`src/rtl/io_pkg.sv`:
```
// Shared definitions for the memory-mapped I/O unit: register addresses,
// status bit positions, reset values and small decode/status helpers.
package io_pkg;

   localparam logic [31:0] ADDR_HEX   = 32'hF000_0000;
   localparam logic [31:0] ADDR_LEDR  = 32'hF000_0004;
   localparam logic [31:0] ADDR_LEDG  = 32'hF000_0008;
   localparam logic [31:0] ADDR_KDATA = 32'hF000_0010;
   localparam logic [31:0] ADDR_KCTRL = 32'hF000_0110;
   localparam logic [31:0] ADDR_SDATA = 32'hF000_0014;
   localparam logic [31:0] ADDR_SCTRL = 32'hF000_0114;
   localparam logic [31:0] ADDR_TCNT  = 32'hF000_0020;
   localparam logic [31:0] ADDR_TLIM  = 32'hF000_0024;
   localparam logic [31:0] ADDR_TCTL  = 32'hF000_0120;

   localparam int READY   = 0;
   localparam int OVERRUN = 2;

   localparam logic [15:0] HEX_RST  = 16'h0000;
   localparam logic [9:0]  LEDR_RST = 10'h000;
   localparam logic [7:0]  LEDG_RST = 8'h00;
   localparam logic [31:0] TCNT_RST = 32'h0000_0000;
   localparam logic [31:0] TLIM_RST = 32'h0000_0000;

   typedef enum logic [3:0] {
      SEL_NONE,
      SEL_HEX,
      SEL_LEDR,
      SEL_LEDG,
      SEL_KDATA,
      SEL_KCTRL,
      SEL_SDATA,
      SEL_SCTRL,
      SEL_TCNT,
      SEL_TLIM,
      SEL_TCTL
   } reg_sel_t;

   typedef struct packed {
      logic ready;
      logic overrun;
   } status_t;

   localparam status_t STATUS_RST = '{ready: 1'b0, overrun: 1'b0};

   function automatic reg_sel_t decode(input logic [31:0] a);
      reg_sel_t s;
      case (a)
         ADDR_HEX:   s = SEL_HEX;
         ADDR_LEDR:  s = SEL_LEDR;
         ADDR_LEDG:  s = SEL_LEDG;
         ADDR_KDATA: s = SEL_KDATA;
         ADDR_KCTRL: s = SEL_KCTRL;
         ADDR_SDATA: s = SEL_SDATA;
         ADDR_SCTRL: s = SEL_SCTRL;
         ADDR_TCNT:  s = SEL_TCNT;
         ADDR_TLIM:  s = SEL_TLIM;
         ADDR_TCTL:  s = SEL_TCTL;
         default:    s = SEL_NONE;
      endcase
      return s;
   endfunction

   // Software clears are applied first so that a same-cycle set overrides them.
   function automatic status_t update_status(input status_t cur, input logic set,
                                             input logic wr, input logic [31:0] wdata);
      status_t nxt;
      nxt = cur;
      if (wr) begin
         if (!wdata[READY])   nxt.ready   = 1'b0;
         if (!wdata[OVERRUN]) nxt.overrun = 1'b0;
      end
      if (set) begin
         nxt.ready = 1'b1;
         if (cur.ready) nxt.overrun = 1'b1;
      end
      return nxt;
   endfunction

   function automatic logic [31:0] status_word(input status_t s);
      logic [31:0] w;
      w          = '0;
      w[READY]   = s.ready;
      w[OVERRUN] = s.overrun;
      return w;
   endfunction

endpackage

```
`src/rtl/io_debouncer.sv`:
```
// Two-flop synchroniser plus whole-vector debouncer; `changed` pulses in the
// cycle whose clock edge loads a new debounced value.
module io_debouncer #(
   parameter int WIDTH  = 4,
   parameter int CYCLES = 4
) (
   input  logic             clk,
   input  logic             reset,
   input  logic [WIDTH-1:0] raw,
   output logic [WIDTH-1:0] debounced,
   output logic             changed
);

   localparam int CW = (CYCLES > 1) ? $clog2(CYCLES) : 1;

   logic [WIDTH-1:0] sync1;
   logic [WIDTH-1:0] sync2;
   logic [WIDTH-1:0] prev;
   logic [CW-1:0]    stable_cnt;
   logic             settled;
   logic             pending;

   assign settled = (sync2 == prev);
   assign pending = (sync2 != debounced);
   assign changed = settled && pending && (stable_cnt == CW'(CYCLES - 1));

   // The counter only advances while a stable difference is outstanding.
   always_ff @(posedge clk) begin
      if (reset) begin
         sync1      <= '0;
         sync2      <= '0;
         prev       <= '0;
         stable_cnt <= '0;
         debounced  <= '0;
      end else begin
         sync1 <= raw;
         sync2 <= sync1;
         prev  <= sync2;
         if (!settled || !pending) begin
            stable_cnt <= '0;
         end else if (changed) begin
            stable_cnt <= '0;
            debounced  <= sync2;
         end else begin
            stable_cnt <= stable_cnt + 1'b1;
         end
      end
   end

endmodule

```
`src/rtl/mmio_io_unit.sv`:
```
// Memory-mapped I/O unit: address decode, LED/HEX output registers, debounced
// KEY/SW inputs with ready/overrun status, and a limit-wrapping interval timer.
module mmio_io_unit #(
   parameter int DBITS           = 32,
   parameter int TICK_CYCLES     = 10000,
   parameter int DEBOUNCE_CYCLES = 50000
) (
   input  logic             clk,
   input  logic             reset,
   input  logic [DBITS-1:0] addr,
   input  logic             wrtEn,
   input  logic [DBITS-1:0] dIn,
   output logic [DBITS-1:0] dOut,
   output logic             hit,
   input  logic [9:0]       sw,
   input  logic [3:0]       key,
   output logic [9:0]       ledr,
   output logic [7:0]       ledg,
   output logic [15:0]      hex
);

   import io_pkg::*;

   localparam int PW = (TICK_CYCLES > 1) ? $clog2(TICK_CYCLES) : 1;

   logic [31:0]   addr32;
   logic [31:0]   din32;
   logic [31:0]   rdata;
   reg_sel_t      sel;
   logic          wr;

   logic [3:0]    key_deb;
   logic          key_changed;
   logic [9:0]    sw_deb;
   logic          sw_changed;

   status_t       k_stat;
   status_t       s_stat;
   status_t       t_stat;

   logic [PW-1:0] presc;
   logic [31:0]   tcnt;
   logic [31:0]   tlim;
   logic          tick;
   logic          wrap;

   assign addr32 = 32'(addr);
   assign din32  = 32'(dIn);
   assign sel    = decode(addr32);
   assign hit    = (sel != SEL_NONE);
   assign wr     = hit & wrtEn;

   // Keys are active-low on the board; inverting before the debouncer makes
   // the reset value of all zeros mean "nothing pressed".
   io_debouncer #(
      .WIDTH (4),
      .CYCLES(DEBOUNCE_CYCLES)
   ) u_key_deb (
      .clk      (clk),
      .reset    (reset),
      .raw      (~key),
      .debounced(key_deb),
      .changed  (key_changed)
   );

   io_debouncer #(
      .WIDTH (10),
      .CYCLES(DEBOUNCE_CYCLES)
   ) u_sw_deb (
      .clk      (clk),
      .reset    (reset),
      .raw      (sw),
      .debounced(sw_deb),
      .changed  (sw_changed)
   );

   always_ff @(posedge clk) begin
      if (reset) begin
         hex  <= HEX_RST;
         ledr <= LEDR_RST;
         ledg <= LEDG_RST;
      end else if (wr) begin
         if (sel == SEL_HEX)  hex  <= din32[15:0];
         if (sel == SEL_LEDR) ledr <= din32[9:0];
         if (sel == SEL_LEDG) ledg <= din32[7:0];
      end
   end

   assign tick = (presc == PW'(TICK_CYCLES - 1));
   // The limit compare uses the registered TLIM, so a same-cycle TLIM write
   // only affects later ticks.
   assign wrap = tick && (tlim != '0) && (tcnt == tlim - 32'd1);

   // A TCNT write overrides the tick update and restarts the prescaler phase.
   always_ff @(posedge clk) begin
      if (reset) begin
         presc <= '0;
         tcnt  <= TCNT_RST;
         tlim  <= TLIM_RST;
      end else begin
         if (wr && sel == SEL_TCNT) begin
            tcnt  <= din32;
            presc <= '0;
         end else begin
            presc <= tick ? '0 : presc + 1'b1;
            if (tick) tcnt <= wrap ? 32'd0 : tcnt + 32'd1;
         end
         if (wr && sel == SEL_TLIM) tlim <= din32;
      end
   end

   always_ff @(posedge clk) begin
      if (reset) begin
         k_stat <= STATUS_RST;
         s_stat <= STATUS_RST;
         t_stat <= STATUS_RST;
      end else begin
         k_stat <= update_status(k_stat, key_changed, wr && sel == SEL_KCTRL, din32);
         s_stat <= update_status(s_stat, sw_changed,  wr && sel == SEL_SCTRL, din32);
         t_stat <= update_status(t_stat, wrap,        wr && sel == SEL_TCTL,  din32);
      end
   end

   always_comb begin
      rdata = '0;
      case (sel)
         SEL_HEX:   rdata = 32'(hex);
         SEL_LEDR:  rdata = 32'(ledr);
         SEL_LEDG:  rdata = 32'(ledg);
         SEL_KDATA: rdata = 32'(key_deb);
         SEL_KCTRL: rdata = status_word(k_stat);
         SEL_SDATA: rdata = 32'(sw_deb);
         SEL_SCTRL: rdata = status_word(s_stat);
         SEL_TCNT:  rdata = tcnt;
         SEL_TLIM:  rdata = tlim;
         SEL_TCTL:  rdata = status_word(t_stat);
         default:   rdata = '0;
      endcase
   end

   assign dOut = DBITS'(rdata);

endmodule

```
`config.mk`:
```
export PLATFORM = sky130hd
export DESIGN_NAME = mmio_io_unit
export DESIGN_NICKNAME = d
export VERILOG_FILES = /design/src/rtl/io_pkg.sv /design/src/rtl/io_debouncer.sv /design/src/rtl/mmio_io_unit.sv
export SDC_FILE = /design/constraint.sdc
export NUM_CORES = 1
export LEC_CHECK = 0
export CORE_MARGIN = 3
export CORE_UTILIZATION = 60
export DETAILED_ROUTE_END_ITERATION = 6
export PLACE_DENSITY = 0.92
export RECOVER_POWER = 25
export REMOVE_ABC_BUFFERS = 1
export SLEW_MARGIN = 5
export SYNTH_ARGS = -nofsm -noshare
export SYNTH_HDL_FRONTEND = slang
export SYNTH_SLANG_ARGS = --single-unit
```
`constraint.sdc`:
```
create_clock -name clk -period 6.11 [get_ports clk]
set_input_delay 0.611 -clock clk [delete_from_list [all_inputs] [get_ports clk]]
set_output_delay 0.611 -clock clk [all_outputs]
set_load 0.01 [all_outputs]
```
==> results.yml, run 1 <==
die:
  dieArea_um2: 19740
  die_x_um: 140.5
  fp-row-count: 48
  start_util: 0.6209
  die-height_um: 140.5
  core_um2: 17480
  ios: 148
cells_and_area:
  nets: 1474
  area_growth_pct: 19.19
  seqCellArea_um2: 4124
  multi_input_area_um2: 6160
  drive_gt1_frac: 0.07056
  antennaDiodeCount: 0
  layoutNonFillerInstCount: 1628
  fillers: 1275
detailed_routing:
  firstDrtPassIters: 7
  drt_iter0_drc: 1157
  drcViolationCount: 25
  vias: 10070
  routed_wl_um: 29770
  ant_nets: 0
  vias_per_cell: 6.182
  avgRoutedWirePerCell_um: 18.29
global_route:
  overflow: 0
  grt_max_degree: 73
  antenna_found_initial: 0
  grt_pass1_vias: 9542
  grt_pass1_wl_um: 48090
  grt_usage: 0.2888
synthesis:
  synth_compound_area_frac: 0.1540
  synthAdderAreaFrac: 0.006918
  syn_avg_cell_area_um2: 8.360
  synth_mux_area_frac: 0.02514
  ys_ff_latch: 206
  yosysUniqueCellTypes: 71
  yosys.area_share.simple: 0.2737
  synth_edf_count: 0
  synth_cells: 1298
  synth_top_family_by_area: "simple AND/OR/NAND/NOR gates"
  async_reset_ff_frac: 0
  ys_seq_area_frac: 0.3800
  synth_warnings: 0
  synth_area_um2: 10850
  ys.flop_type: "dfxtp_1"
  synth_xor_area_frac: 0.1073
sta:
  hold_viol_final: 0
  fin_crit_sh: 0.8488
  rsz0062_at_grt: "no"
  worst_slew_pin_slew_ns: 3.318
  drv_slew: 172
  fin_ws_ns: 0.9236
  fin_skew_ns: 0.01012
  relSlewSlack: -1.212
  fmax_mhz: 192.8
  holdWs_ns: 0.4290
  setup_viol: 0
  min_period_ns: 5.186
  finalSetupTns_ns: 0
pwr:
  max-vdd-ir-drop_mv: 0.2071
  leakagePower_nw: 4.635
  clkPwrFrac: 0.475
  p_int_mw: 2.229
  pwr-share-seq: 0.482
  swShare: 0.2135
  p_sw_mw: 0.6050
  power_density_nw_per_um2: 219.1
  power.total_mw: 2.834
  combPwrFrac: 0.043
cts:
  cts_hold_buf: 0
  root_buffer: "clkbuf_16"
  cts_tree: "done"
  clock_sinks: 206
  postCtsResizedCells: 0
  clockBufferDepth: 3
  worstSkewPairLatency_ns: 0.51
  cts_buffers: 22
  post_cts_buffers: 0
  cts.clk_slew.worst_paths_ns: 0.06
  htree_levels: 1
placed_design:
  place_congestion: 0.9675
  port_buffers: 147
  place.detailed.hpwl_um: 20370
  post-place-ws_ns: 1.324
  dp_cells: 1588
critical_path:
  end_kind: "register"
  required_ns: 6.48
  slowest_delay_ns: 2.30
  critPathLaunch: "reset"
  crit_type: "input port to register"
  cp_common_cell: "clkbuf_1"
  start_kind: "input port"
  crit_chain: "clkbuf_1, clkbuf_1, or3_1, nor2_1"
  cp_slowest_cell: "clkbuf_1"
  cp_max_fo: 72
  reg2reg_from: "tlim[0]$_SDFFE_PP0P_"
  worstPathArrival_ns: 5.56
flow_run:
  cap_violations: 3
min_path:
  hold_class: "register to register"
  hp-start: "u_key_deb.sync1[2]$_SDFF_PP0_"
status:
  violations: "DRC, capacitance limit, slew limit"
  status: "finished with violations"
-- worst max-delay path, delay by kind of cell --
family / cells / cell delay [ns]
buffers and inverters: 2 / 4.11
and+or+nand+nor: 2 / 0.79
-- power by group through the flow --
stage	Clock (mW)	Combinational [mW]	Sequential (mW)
floorplan	0	0.0312	1.39
global placement	0	0.117	1.40
detailed placement	0	0.118	1.40
CTS	1.36	0.121	1.37
global route	1.42	0.130	1.37
finish	1.35	0.121	1.37
-- per-stage QoR --
step                      cell area (µm²)    util
after floorplan                     10360       -
after global placement              12210  0.6985
after detailed placement            12210  0.6985
after CTS                           12950  0.7409
after global routing                12930  0.7400
final                               12930  0.7400
-- layer usage --
metal	wire length (µm)	GRT usage
met1	11980	0.3787
met2	14090	0.4839
met3	2907	0.05394
met4	798	0.08924
met5	0	0
-- registers in the layout, summed over array words and instances (netlist names), 4 cells and up --
name                  flops
presc                    14
u_key_deb.debounced       4
hex                      16
u_key_deb.prev            4
tcnt                     32
u_key_deb.stable_cnt     16
u_sw_deb.prev            10
u_sw_deb.stable_cnt      16
ledr                     10
u_key_deb.sync2           4
u_sw_deb.sync2           10
ledg                      8
tlim                     32
u_key_deb.sync1           4
u_sw_deb.sync1           10
u_sw_deb.debounced       10
-- cells in the mapped netlist, types with 6 or more instances --
cell type	number	area, µm²
o22ai_2	30	375.4
a21oi_1	102	510.5
dfxtp_1	206	4124
a222oi_1	14	140.1
nor4_1	21	131.4
nor2_1	133	499.2
xnor2_1	75	656.9
o21ai_0	8	40.04
clkbuf_1	57	214.0
buf_6	6	67.56
nor2b_1	41	256.5
xor2_1	58	508.0
nand4_1	28	175.2
buf_2	12	60.06
a22oi_1	24	180.2
buf_4	11	82.58
nand2_1	157	589.3
inv_1	21	78.83
or4_1	12	90.09
and2_1	6	37.54
a22o_1	16	140.1
nor3_1	17	85.08
nand3b_1	8	60.06
and3_1	52	325.3
ha_1	6	75.07
or3_1	7	43.79
nand3_1	61	305.3
mux2i_1	25	250.2
-- area by class of cell --
class | instances | area share
flip-flops and latches | 206 | 0.3189
clock buffers | 37 | 0.05311
multi-input cells | 977 | 0.4762
well taps | 225 | 0.02177
clock inverters | 3 | 0.004257
repair buffers | 159 | 0.1197
inverters | 21 | 0.006095
-- path summary, 6_finish.rpt --
kind / endpoint / slack [ns] / depth (start not counted)
setup / recovery: u_key_deb.stable_cnt[10]$_SDFF_PP0_ / 0.92 / 4
hold / removal: u_key_deb.sync2[2]$_SDFF_PP0_ / 0.43 / 1
setup reg to reg: tcnt[1]$_SDFFE_PP0P_ / 1.85 / 9
hold reg to reg: u_key_deb.sync2[2]$_SDFF_PP0_ / 0.43 / 1
-- cell usage in the layout, fill, tap and decap left out, drive strengths merged, types with 11 or more instances in the layout --
cell type / netlist / routed
a21oi: 102 / 102
a222oi: 14 / 14
a22o: 16 / 16
a22oi: 24 / 24
and3: 52 / 52
clkbuf: 58 / 40
clkdlybuf4s50: 0 / 133
dfxtp: 206 / 206
dlygate4sd3: 2 / 13
inv: 21 / 21
mux2i: 25 / 25
nand2: 157 / 157
nand3: 61 / 61
nand4: 29 / 29
nor2: 135 / 135
nor2b: 41 / 41
nor3: 18 / 18
nor4: 25 / 25
o21ai: 11 / 11
o22ai: 33 / 33
or4: 13 / 13
xnor2: 75 / 75
xor2: 58 / 58
-- cells by family (layout without fill, tap and decap cells) --
group                      after synthesis  in the layout
buffers and inverters                  115            220
xor gates and xnor gates               133            133
and+or+nand+nor                        584            584
muxes                                   27             27
adders and majority gates                6              6
AOI/OAI and AO/OA                      227            227
DFF                                    206            206
Power figures use the tool's default switching activity.
==> inputs of run 2 (changes only) <==
Settings changed: CORE_UTILIZATION 60 to 50, PLACE_DENSITY 0.92 to 0.83.
Clock period 6.11 ns to 4.15 ns, I/O delays scaled along.
==> run 2 against run 1 <==
Clock skew up 0.0020 ns. Global-route usage fell by 4.1 points. Cell area grew 2.2%. Setup slack got worse by 0.71 ns. The flow finishes with violations (capacitance limit, slew limit). Routed wire length rose by 2.4%. Sequential share of layout area down 0.68 points. Via count fell by 1.1%.
==> results.yml, run 2 (same netlist as run 1, synthesis figures left out) <==
status:
  status: "finished with violations"
  violations: "capacitance limit, slew limit"
sta:
  drv_slew: 50
  fin_skew_ns: 0.01212
  finalSetupTns_ns: 0
  rsz0062_at_grt: "no"
  fmax_mhz: 254.0
  min_period_ns: 3.938
  relSlewSlack: -0.7249
  hold_viol_final: 0
  setup_viol: 0
  worst_slew_pin_slew_ns: 2.587
  fin_crit_sh: 0.9489
  holdWs_ns: 0.3843
global_route:
  grt_max_degree: 90
  grt_pass1_wl_um: 49200
  antenna_found_initial: 0
  grt_usage: 0.2481
  grt_pass1_vias: 9743
  overflow: 0
critical_path:
  crit_chain: "clkdlybuf4s50_1, or4b_2, nor4_4, nand3b_1, nor2_2, and3b_1, buf_4, a22oi_1, nand3_1, clkdlybuf4s50_1"
  start_kind: "input port"
  crit_type: "input port to output port"
  cp_common_cell: "clkdlybuf4s50_1"
  end_kind: "output port"
  required_ns: 3.73
  cp_max_fo: 13
  path_delay_family: "simple AND/OR/NAND/NOR gates"
  cp_slowest_cell: "or4b_2"
  slowest_delay_ns: 0.72
  crit_buf_inv: 3
  worstPathArrival_ns: 3.52
cts:
  cts_buffers: 23
  clock_sinks: 206
  cts_tree: "done"
  cts.clk_slew.worst_paths_ns: 0.06
  clockBufferDepth: 3
  worstSkewPairLatency_ns: 0.52
  root_buffer: "clkbuf_16"
  post_cts_buffers: 0
  htree_levels: 1
pwr:
  max-vdd-ir-drop_mv: 0.2046
  power_density_nw_per_um2: 321.6
  clkPwrFrac: 0.485
  pwr-share-seq: 0.473
  p_int_mw: 3.323
  p_sw_mw: 0.9273
  leakagePower_nw: 4.819
  combPwrFrac: 0.041
  swShare: 0.2182
die:
  die-height_um: 153.3
  dieArea_um2: 23510
  fp-row-count: 53
  core_um2: 21150
  start_util: 0.5130
  ios: 148
  die_x_um: 153.3
cells_and_area:
  multi_input_area_um2: 6171
  final_cell_mix: "dfxtp_1 (206), nand2_1 (157), nor2_1 (132)"
  drive_gt1_frac: 0.08803
  fillers: 1789
  antennaDiodeCount: 0
  nets: 1493
  stdcell_area_um2: 13220
  layout_commonest_cell: "dfxtp_1"
  seqCellArea_um2: 4124
  area_growth_pct: 21.78
  top_regs: "tcnt (32), tlim (32)"
detailed_routing:
  drt_iter0_drc: 874
  vias: 9950
  firstDrtPassIters: 6
  avgRoutedWirePerCell_um: 17.99
  routed_wl_um: 30500
  ant_nets: 0
  vias_per_cell: 5.870
  drcViolationCount: 0
placed_design:
  placed_cell_area_um2: 12440
  port_buffers: 147
  place.detailed.hpwl_um: 21200
  place_congestion: 0.9899
min_path:
  hold_class: "input port to register"
flow_run:
  cap_violations: 1
## run 2: what timing repair did
action,in CTS,in global routing
resized for setup,0,2
setup endpoints to repair,0,11
hold buffers,0,0
## run 2: area by class of cell
| type | instances | share of cell area |
|---|---|---|
| clock buffers | 29 | 0.04904 |
| well taps | 275 | 0.02604 |
| flip-flops and latches | 206 | 0.3121 |
| repair buffers | 177 | 0.1310 |
| inverters | 21 | 0.005965 |
| multi-input cells | 977 | 0.4670 |
| clock inverters | 10 | 0.008900 |
## run 2: worst reg2reg max path: stages, from the launching register on
cell      delay (ns)
dfxtp_1         0.38
nor4_2          0.59
nand3_1         0.27
nor2_2          0.24
mux2_2          0.37
or4_1           0.53
a2111o_1        0.39
o21ai_4         0.57
buf_12          0.25
o22ai_2         0.07
## run 2: power by group through the flow
stage / Combinational, mW / Sequential [mW] / Clock, mW
3_5_place_dp: 0.175 / 2.06 / 0
5_1_grt: 0.191 / 2.01 / 2.17
6_report: 0.176 / 2.01 / 2.06
4_1_cts: 0.176 / 2.01 / 2.09
2_1_floorplan: 0.0460 / 2.05 / 0
3_3_place_gp: 0.173 / 2.06 / 0
## run 2: final timing paths
kind / startpoint / to / slack, ns / depth (start not counted)
setup / recovery: addr[25] / dOut[7] / 0.21 / 10
hold / removal: reset / u_sw_deb.sync1[6]$_SDFF_PP0_ / 0.38 / 2
setup reg to reg: tlim[0]$_SDFFE_PP0P_ / tcnt[11]$_SDFFE_PP0P_ / 0.27 / 9
hold reg to reg: u_sw_deb.sync1[1]$_SDFF_PP0_ / u_sw_deb.sync2[1]$_SDFF_PP0_ / 0.44 / 1
## run 2: per-layer routing
layer / GRT usage / share of wire / wire [µm] / up-vias
li1: - / - / - / 4773
met1: 0.3194 / 0.42 / 12810 / 4649
met2: 0.4148 / 0.46 / 14120 / 460
met3: 0.04615 / 0.083 / 2520 / 68
met4: 0.09334 / 0.034 / 1044 / 0
met5: 0 / 0 / 0 / -
## run 2: metrics by stage
step / total power, mW / cells / util / worst slack (ns)
after global placement: 2.228 / 1656 / 0.5882 / 0.2710
final: 4.250 / 1695 / 0.6247 / 0.2122
after global routing: 4.371 / 1695 / 0.6247 / 0.01674
after CTS: 4.282 / 1695 / 0.6244 / 0.1285
after detailed placement: 2.230 / 1656 / 0.5882 / 0.1324
after floorplan: 2.098 / 1204 / - / 0.1268
==> inputs of run 3 (changes only) <==
Settings changed: CTS_CLUSTER_DIAMETER from default to 40.
==> run 3 against run 2 <==
The run still ends with capacitance limit, slew limit left. Critical path type unchanged. Global-route usage rose by 0.31 points. Routed wire length rose by 1.6%. Clock-buffer cell count rose by 3.
==> results.yml, run 3 (same netlist as run 1, synthesis figures left out) <==
status:
  status: "finished with violations"
  violations: "capacitance limit, slew limit"
placed_design:
  place.detailed.hpwl_um: 21200
  dp_cells: 1656
  port_buffers: 147
  place_congestion: 0.9899
  placed_cell_area_um2: 12440
cts:
  clockBufferDepth: 3
  root_buffer: "clkbuf_16"
  cts_tree: "done"
  cts.clk_slew.worst_paths_ns: 0.05
  cts_hold_buf: 0
  cts_buffers: 30
  htree_levels: 1
  clock_sinks: 206
  worstSkewPairLatency_ns: 0.55
sta:
  setup_viol: 0
  worst_slew_pin_slew_ns: 3.451
  fin_skew_ns: 0.01524
  holdWs_ns: 0.4044
  fin_crit_sh: 0.9556
  hold_viol_final: 0
  relSlewSlack: -1.301
  fmax_mhz: 252.2
  rsz0062_at_grt: "no"
  drv_slew: 90
  finalSetupTns_ns: 0
  min_period_ns: 3.966
cells_and_area:
  layoutNonFillerInstCount: 1715
  antennaDiodeCount: 0
  final_cell_mix: "dfxtp_1 (206), nand2_1 (157), nor2_1 (132)"
  area_growth_pct: 24.31
  stdcell_area_um2: 13490
  fillers: 1737
  layout_commonest_cell: "dfxtp_1"
  top_regs: "tcnt (32), tlim (32)"
  nets: 1503
  seqCellArea_um2: 4124
  multi_input_area_um2: 6171
  drive_gt1_frac: 0.1007
critical_path:
  crit_chain: "clkdlybuf4s50_1, or4b_2, nor4_4, nand3b_1, nor2_2, and3_1, buf_4, a222oi_1, nand4_1, clkdlybuf4s50_1"
  path_delay_family: "simple AND/OR/NAND/NOR gates"
  r2r_slack_ns: 0.50
  start_kind: "input port"
  slowest_delay_ns: 0.72
  regToRegEndpoint: "tcnt[5]$_SDFFE_PP0P_"
  r2r_cells: 9
  reg2reg_from: "tlim[0]$_SDFFE_PP0P_"
  crit_type: "input port to output port"
  required_ns: 3.73
  cp_common_cell: "clkdlybuf4s50_1"
  critical_path_depth: 10
  critPathLaunch: "addr[25]"
  worstPathArrival_ns: 3.55
  cp_max_fo: 16
  end_kind: "output port"
  crit_end: "dOut[2]"
  cp_slowest_cell: "or4b_2"
  crit_buf_inv: 3
flow_run:
  cap_violations: 1
die:
  die_x_um: 153.3
  fp-row-count: 53
  ios: 148
  start_util: 0.5130
  dieArea_um2: 23510
  die-height_um: 153.3
  core_um2: 21150
detailed_routing:
  drcViolationCount: 0
  firstDrtPassIters: 6
  avgRoutedWirePerCell_um: 18.07
  vias: 10080
  vias_per_cell: 5.876
  drt_iter0_drc: 911
  ant_nets: 0
  routed_wl_um: 31000
global_route:
  grt_pass1_wl_um: 49830
  grt_pass1_vias: 9845
  grt_max_degree: 90
  overflow: 0
  grt_usage: 0.2513
  antenna_found_initial: 0
pwr:
  leakagePower_nw: 4.941
  max-vdd-ir-drop_mv: 0.3079
  power_density_nw_per_um2: 349.6
min_path:
  hp-start: "key[3]"
  hold_class: "input port to register"
[run 3: cell types whose count changed in the layout (fill, tap and decap cells not counted), sizes merged, moves of 3 or more]
cell / before / now
inv: 23 / 31
clkbuf: 30 / 34
clkinvlp: 1 / 4
clkinv: 5 / 8
[run 3: layout make-up]
class / count / share of cell area
tap: 275 / 0.02551
sequential: 206 / 0.3057
timing repair buffer: 180 / 0.1300
inverter: 21 / 0.005844
clock buffer: 32 / 0.05695
clock inverter: 24 / 0.01855
multi-input combinational: 977 / 0.4575
[run 3: worst min-delay path by stage]
stage | end | cells past startpoint
3_5_place_dp | u_sw_deb.sync2[2]$_SDFF_PP0_ | 1
3_3_place_gp | u_sw_deb.sync2[1]$_SDFF_PP0_ | 1
6_report | u_key_deb.sync1[3]$_SDFF_PP0_ | 2
5_1_grt | u_key_deb.sync1[0]$_SDFF_PP0_ | 2
4_1_cts | ledr[6]$_SDFFE_PP0P_ | 2
2_1_floorplan | u_key_deb.sync2[0]$_SDFF_PP0_ | 1
[run 3: metal layers]
| metal | wire length (µm) | share of wire | GRT usage | up-vias |
|---|---|---|---|---|
| li1 | - | - | - | 4819 |
| met4 | 711 | 0.023 | 0.07637 | 0 |
| met3 | 2589 | 0.084 | 0.04162 | 62 |
| met5 | 0 | 0 | 0 | - |
| met2 | 14700 | 0.47 | 0.4280 | 459 |
| met1 | 13000 | 0.42 | 0.3275 | 4737 |
[run 3: where the power goes]
part / leakage, nW / internal [mW] / switching (mW)
clock network: 0.489 / 1.51 / 1.02
registers: 1.67 / 2.00 / 0.0143
logic: 2.78 / 0.0955 / 0.0818
[run 3: timing repair]
action / 4_1_cts / 5_1_grt
endpoints found under the hold margin: 0 / 0
setup endpoints to repair: 0 / 17
buffers inserted: 0 / 3
gates resized for setup: 0 / 2
[run 3: stage by stage]
stage	utilization	total power, mW	setup slack (ns)
2_1_floorplan	-	2.098	0.1268
3_3_place_gp	0.5882	2.228	0.2710
3_5_place_dp	0.5882	2.230	0.1324
4_1_cts	0.6363	4.741	0.1117
5_1_grt	0.6377	4.851	0.04694
6_report	0.6377	4.715	0.1845
